--- src/rtl/bpu_upd_arb.sv ---
// Branch-predictor update arbiter: round-robin ex/cm grant into a small FIFO drained onto the BTB write port.
// Optional BPU_UPD_COALESCE_EN merges a same-PC update into the youngest queued entry.
module bpu_upd_arb #(
  parameter int unsigned DEPTH = 4,
  parameter int unsigned PC_W  = 64
) (
  input  logic                     clk,
  input  logic                     rst,
  input  logic                     ex_vld,
  output logic                     ex_rdy,
  input  logic [PC_W-1:0]          ex_pc,
  input  logic [PC_W-1:0]          ex_target,
  input  logic [2:0]               ex_type,
  input  logic                     ex_taken,
  input  logic                     cm_vld,
  output logic                     cm_rdy,
  input  logic [PC_W-1:0]          cm_pc,
  input  logic [PC_W-1:0]          cm_target,
  input  logic [2:0]               cm_type,
  input  logic                     cm_taken,
  input  logic                     hold,
  input  logic                     flush,
  output logic                     btb_wr_req,
  output logic [PC_W-1:0]          btb_wr_pc,
  output logic [PC_W-1:0]          btb_wr_predict_pc,
  output logic [2:0]               btb_wr_type,
  output logic                     btb_wr_taken,
  output logic [$clog2(DEPTH):0]   occ
);

  localparam int unsigned AW = $clog2(DEPTH);
  localparam int unsigned OW = AW + 1;

  typedef enum logic {RR_EX = 1'b0, RR_CM = 1'b1} rr_e;

  logic [PC_W-1:0]  pc_mem_q  [DEPTH];
  logic [PC_W-1:0]  tgt_mem_q [DEPTH];
  logic [2:0]       type_mem_q[DEPTH];
  logic [DEPTH-1:0] taken_mem_q;

  logic [AW-1:0] wptr_q, wptr_d, rptr_q, rptr_d;
  logic [OW-1:0] occ_q, occ_d;
  rr_e           rr_q, rr_d;

  logic            full, empty, rdy, deq;
  logic            ex_req, cm_req, grant_cm, grant_ex, grant, alloc;
  logic [AW-1:0]   widx;
  logic [PC_W-1:0] in_pc, in_tgt;
  logic [2:0]      in_type;
  logic            in_taken;

  // Grant selection and incoming payload mux
  always_comb begin
    full     = (occ_q == OW'(DEPTH));
    empty    = (occ_q == '0);
    rdy      = !full && !flush;
    deq      = !empty && !hold && !flush;
    ex_req   = ex_vld && rdy;
    cm_req   = cm_vld && rdy;
    grant_cm = cm_req && (!ex_req || (rr_q == RR_CM));
    grant_ex = ex_req && !grant_cm;
    grant    = grant_cm || grant_ex;
    in_pc    = grant_cm ? cm_pc     : ex_pc;
    in_tgt   = grant_cm ? cm_target : ex_target;
    in_type  = grant_cm ? cm_type   : ex_type;
    in_taken = grant_cm ? cm_taken  : ex_taken;
  end

`ifdef BPU_UPD_COALESCE_EN
  logic [AW-1:0] young_idx;
  logic          coal;

  // Youngest entry is mergeable only if it is not leaving the FIFO this cycle
  always_comb begin
    young_idx = wptr_q - AW'(1);
    coal      = grant && (in_pc == pc_mem_q[young_idx]) &&
                ((occ_q >= OW'(2)) || ((occ_q == OW'(1)) && !deq));
    alloc     = grant && !coal;
    widx      = coal ? young_idx : wptr_q;
  end
`else
  always_comb begin
    alloc = grant;
    widx  = wptr_q;
  end
`endif

  // Pointer, occupancy and round-robin next state
  always_comb begin
    wptr_d = wptr_q;
    rptr_d = rptr_q;
    occ_d  = occ_q;
    rr_d   = rr_q;
    if (flush) begin
      wptr_d = '0;
      rptr_d = '0;
      occ_d  = '0;
    end else begin
      if (alloc) wptr_d = wptr_q + AW'(1);
      if (deq)   rptr_d = rptr_q + AW'(1);
      occ_d = occ_q + OW'(alloc) - OW'(deq);
    end
    if (ex_req && cm_req) rr_d = grant_cm ? RR_EX : RR_CM;
  end

  always_ff @(posedge clk or posedge rst) begin
    if (rst) begin
      wptr_q <= '0;
      rptr_q <= '0;
      occ_q  <= '0;
      rr_q   <= RR_CM;
    end else begin
      wptr_q <= wptr_d;
      rptr_q <= rptr_d;
      occ_q  <= occ_d;
      rr_q   <= rr_d;
    end
  end

  // Entry storage; contents are don't-care while not counted by occ
  always_ff @(posedge clk) begin
    if (grant) begin
      pc_mem_q[widx]    <= in_pc;
      tgt_mem_q[widx]   <= in_tgt;
      type_mem_q[widx]  <= in_type;
      taken_mem_q[widx] <= in_taken;
    end
  end

  assign ex_rdy            = rdy;
  assign cm_rdy            = rdy;
  assign btb_wr_req        = deq;
  assign btb_wr_pc         = empty ? '0 : pc_mem_q[rptr_q];
  assign btb_wr_predict_pc = empty ? '0 : tgt_mem_q[rptr_q];
  assign btb_wr_type       = empty ? '0 : type_mem_q[rptr_q];
  assign btb_wr_taken      = empty ? 1'b0 : taken_mem_q[rptr_q];
  assign occ               = occ_q;

endmodule

--- config.mk ---
export PLATFORM = sky130hd
export DESIGN_NAME = bpu_upd_arb
export DESIGN_NICKNAME = d
export VERILOG_FILES = /design/src/rtl/bpu_upd_arb.sv
export SDC_FILE = /design/constraint.sdc
export NUM_CORES = 1
export LEC_CHECK = 0
export ABC_AREA = 1
export CORE_MARGIN = 4
export CORE_UTILIZATION = 51
export CTS_CLUSTER_DIAMETER = 30
export DETAILED_ROUTE_END_ITERATION = 12
export PLACE_DENSITY = 0.78
export SYNTH_ARGS = -nofsm -noshare
export SYNTH_HDL_FRONTEND = slang
export SYNTH_SLANG_ARGS = --single-unit
export TNS_END_PERCENT = 100
--- constraint.sdc ---
create_clock -name clk -period 9.01 [get_ports clk]
set_input_delay 0.901 -clock clk [delete_from_list [all_inputs] [get_ports clk]]
set_output_delay 0.901 -clock clk [all_outputs]
set_load 0.02 [all_outputs]
* Yosys cells after proc, flatten, opt, wreduce, memory -nomap -nowiden
Memory sizes are Yosys's and may differ from the RTL's. Cells that the tools add are included.
Word-level totals: register bits after elaboration 12, bits in writable memories 524, bits of input ports 270, output and inout port bits 138, word-level logic and storage cells 57, memories kept 3
Operators by class: add/subtract/negate cells 4, order comparisons 3, eq/ne operators 1, mux-type cells 21, reductions and logical operators 20
Memories:
- pc_mem_q | depth 4, bits a word 64, read ports 1, clocked after memory_dff 0, wr ports 1, line 36 | logic [PC_W-1:0] pc_mem_q [DEPTH];
- tgt_mem_q | depth 4, bits a word 64, read ports 1, clocked after memory_dff 0, wr ports 1, line 37 | logic [PC_W-1:0] tgt_mem_q [DEPTH];
- type_mem_q | depth 4, bits a word 3, read ports 1, clocked after memory_dff 0, wr ports 1, line 38 | logic [2:0] type_mem_q[DEPTH];
Operators with widths (count):
- two-way mux 64 bit | 4
- logical AND 1 bit | 9
- two-way mux 3 bit | 3
- two-way mux 2 bit | 4
- two-way mux 1 bit | 7
- logical NOT 1 bit | 6
- < comparator 2 x 3 -> 1 bit (second input constant) | 2
- adder 2 x 1 -> 2 bit (second input constant) | 2
- bitwise mux 4 bit | 1
- nonzero test 2 bit | 2
- adder 3 x 1 -> 3 bit | 1
- equality test 3 bit (second input constant) | 1
- logical NOT 3 bit | 1
- subtractor 3 x 1 -> 3 bit | 1
- binary-select mux 1 bit (select 2 bit) | 1
- demux 1 bit (select 2 bit) | 1
- >= comparator 2 x 1 -> 1 bit (second input constant) | 1
- logical OR 1 bit | 2

* Depth between registers and ports, before layout
depth in word-level cells 13, gate-level depth with buffers 12, mapped depth without buffers 12

* Worst setup path after synthesis
OpenSTA, ideal clock, no wires.
path type input -> register, start input flush, end memory pc_mem_q[0][0], enable pin, setup time 625 ps, arrival time 6897 ps, data required time 8385 ps, slack 1488 ps, cell stages on the path 5, buffers on the path 0, cell sequence inv_2 -> nand2_1 -> a21oi_1 -> inv_1 -> nor2_1
On the way: longest elaborated chain between the ends 11, elaborated cells between the ends (all ways) 12, classes of those cells 2 x mux; 10 x reduce/logical
RTL lines:
- from (decl) | line 22 | input logic flush,
- logical NOT 1 bit * | line 56 | rdy = !full && !flush;
- logical AND 1 bit * | line 56
- logical AND 1 bit | line 58 | ex_req = ex_vld && rdy;
- logical NOT 1 bit | line 60 | grant_cm = cm_req && (!ex_req || (rr_q == RR_CM));
- logical OR 1 bit | line 60
- logical AND 1 bit | line 60
- logical NOT 1 bit | line 61 | grant_ex = ex_req && !grant_cm;
- logical AND 1 bit | line 61
- logical OR 1 bit * | line 62 | grant = grant_cm || grant_ex;
- two-way mux 1 bit * | line 122 | if (grant) begin
- two-way mux 1 bit (implied by the code) * | line 123 | pc_mem_q[widx] <= in_pc;
- to (decl) | line 36
Mark *: on every way between the ends. The rest lies on a longest branch, timed or not.

* Final worst setup path
start register rptr_q[0], end output btb_wr_predict_pc[54]
On the way: longest elaborated chain between the ends 2
RTL lines:
- from (decl) | line 41 | logic [AW-1:0] wptr_q, wptr_d, rptr_q, rptr_d;
- from (signal assigned) | line 114 | rptr_q <= rptr_d;
- memory (4 x 64 bit)
- two-way mux 64 bit | line 134 | assign btb_wr_predict_pc = empty ? '0 : tgt_mem_q[rptr_q];
- to (decl) | line 25 | output logic [PC_W-1:0] btb_wr_predict_pc,
Every way passes these cells.

==> summary.md <==
| Metric | Value |
|---|---|
| Actual slew at the worst max-slew pin | `1.23 ns` |
| Critical Path Fanout Max | `137` |
| Post-route DRC | `0` |
| Biggest area consumer among synthesized cells | `edfxtp_1` |
| Clock root buffer | `clkbuf_16` |
| Die width | `219 µm` |
| Power Dens Cells | `331 mW/mm²` |
| Via density | `5.44` |
| Slowest stage delay, CP | `0.97 ns` |
| Final RePlAce weighted congestion | `0.779` |
| Number of synthesized register bits | `536` |
| Port Buffers | `407` |
| Crit path buffers/inverters | `3` |
| Worst Skew | `0.0183 ns` |
| Core area | `0.0436 mm²` |
| Setup crit start kind | `flip-flop` |
| Post-route insts no fill | `3111` |
| Fmax | `188 MHz` |
| Area contributors post-synth | `edfxtp_1 (70%), nor2_1 (8.9%), o21ai_0 (5.8%)` |
| Num Clock Sinks | `536` |
| H-tree Lvls | `3` |
| Count of pins over their slew limit | `0` |
| Share of cells above drive strength 1 | `7.76%` |
| Share of the synthesized area in the top cell type | `69.9%` |
| Synth warn | `0` |
| Worst Path Arrival | `4.42 ns` |
| Post-CTS Hold Fix Bufs | `0` |
| Final period util | `59.1%` |
| VDD IR max | `0.000280 V` |
| Pleak | `11.1 nW` |
| Slowest CP cell | `buf_4` |
| Synth unique cells | `23` |
| Antenna Diode Count | `0` |
| WP data required | `8.11 ns` |
| WL/cell | `19.3 µm` |
| Syn nets | `2341` |
| Synthesized cell area | `0.0227 mm²` |
| Layout area overhead | `34.5%` |
| 1st-pass router iterations | `5` |
| Postcts setup bufs | `0` |
| 1st-iter DRT viols | `1195` |
| WHS | `0.542 ns` |
| Largest net degree at the start of global routing | `138` |
| Drt total wl | `60100 µm` |
| CTS Buffer Depth | `3` |
| Gr ovfl total | `0` |
| Cells resized by post-CTS repair | `0` |
| Multi-input logic area | `0.00595 mm²` |
| Status | `finished clean` |
| Final min period | `5.32 ns` |
| CP delay by family, top | `buffers and inverters` |
| Fill count | `3017` |
| Syn avg cell area | `11.0 µm²` |
| First-pass GRT wire length | `91800 µm` |
| Most frequent cells in the layout | `nor2_1 (532), edfxtp_1 (528), clkdlybuf4s50_1 (407), nand2_1 (272), o21ai_0 (262)` |
| Leading cell type in the layout, fill and taps excluded | `nor2_1` |
| Max Cap Viol | `0` |
| Hold Crit Class | `in2async` |
| Clock slew at reported path FFs | `0.05 ns` |
| TritonCTS clock tree | `built` |
| Dpl cells | `2933` |
| DIE HEIGHT | `219 µm` |
| DIE AREA | `0.0479 mm²` |
| Fin. Hold Viols | `0` |
| Slew margin rel. | `18.1%` |
| Initial antenna violation count | `0` |
| Starting Density | `52.1%` |
| RSZ-0062 raised after global routing | `false` |
| Critical path, cell by cell | `inv_6 > buf_4 > o21ai_0 > a21oi_1 > clkdlybuf4s50_1` |
| Final TNS setup | `0 ns` |
| I/O pin cnt | `408` |
| Power, Total | `10.1 mW` |
| Setup crit end kind | `output port` |
| Crit path kind | `reg2out` |
| Via count | `16909` |
| Clk_lat worst skew | `0.61 ns` |
| Sequential share of the synthesized area | `70.8%` |
| Reg area | `0.0161 mm²` |
| Antenna Nets Post-Route | `0` |
| Global Route Usage Sum | `24.5%` |
| Nets | `2723` |
| Num CTS Buffers | `96` |
| Synthesized instance count | `2064` |
| Vias in the first global route | `17252` |
| Rows | `76` |
| # setup viols final | `0` |
| DP HPWL | `33900 µm` |
metrics by stage:
step | setup slack (ns) | instance area [µm²] | utilization (%)
3_5_place_dp | 4.46 | 27100 | 62.2
3_3_place_gp | 4.46 | 27100 | 62.2
4_1_cts | 3.76 | 30500 | 70.0
2_1_floorplan | 1.49 | 22700 | -
6_report | 3.69 | 30500 | 70.0
5_1_grt | 3.42 | 30500 | 70.0
sequential cells by signal, indices dropped and copies added (netlist names):
signal	count
widx	2
tgt_mem_q	256
rptr_q	2
type_mem_q	12
pc_mem_q	256
rr_q	1
occ	3
taken_mem_q	4
path summary, 6_finish.rpt:
check	start	endpoint	slack, ns	cells past startpoint
max in group asynchronous	rst	rr_q	8.18	2
min in group clk	rr_q	rr_q	0.59	2
worst max-delay path	rptr_q[0]	btb_wr_predict_pc[54]	3.69	5
worst min register to register	rr_q	rr_q	0.59	2
worst max register to register	occ[1]	tgt_mem_q[0][23]	5.41	7
worst min-delay path	rst	occ[2]	0.54	2
metal layers:
| layer | track usage [%] | vias up | wire length, µm |
|---|---|---|---|
| li1 | - | 7975 | - |
| met3 | 5.58 | 115 | 3940 |
| met5 | 0 | - | 0 |
| met1 | 28.9 | 8213 | 23200 |
| met2 | 43.6 | 606 | 31100 |
| met4 | 9.86 | 0 | 1900 |
layout make-up:
class,instances,share of cell area [%]
Clock inverter,73,3.08
Multi-Input combinational cell,1362,19.5
Inverter,21,0.291
Tap cell,585,2.40
Clock buffer,105,8.06
Sequential cell,536,52.7
Timing Repair Buffer,429,13.9
synthesized netlist by cell type:
library cell,n
nor2_1,537
edfxtp_1,528
nand2_1,272
o21ai_0,262
nand3_1,137
a21oi_1,133
buf_2,74
clkbuf_1,59
inv_1,17
buf_1,11
dfrtp_1,7
ha_1,6
inv_2,4
o21ai_1,4
nand4_1,3
xor2_1,3
a21oi_2,1
buf_4,1
dfstp_2,1
fa_1,1
nand3_2,1
o21bai_1,1
xnor2_1,1
power breakdown:
part	internal, mW	switching, mW
logic	1.13	2.07
clock network	2.47	1.23
registers	3.09	0.0858
total	6.70	3.39
logic make-up (layout without fill, tap and decap cells):
family,Yosys count,in the layout,share of synthesized area [%]
adder cells (fa/ha/maj),7,7,0.419
AO/OA/AOI/OAI,401,401,8.88
AND/OR/NAND/NOR,950,950,16.5
buffers and inverters,166,628,3.17
flip-flops,536,536,70.8
XOR/XNOR,4,4,0.155
(Power assumes the default switching activity.)
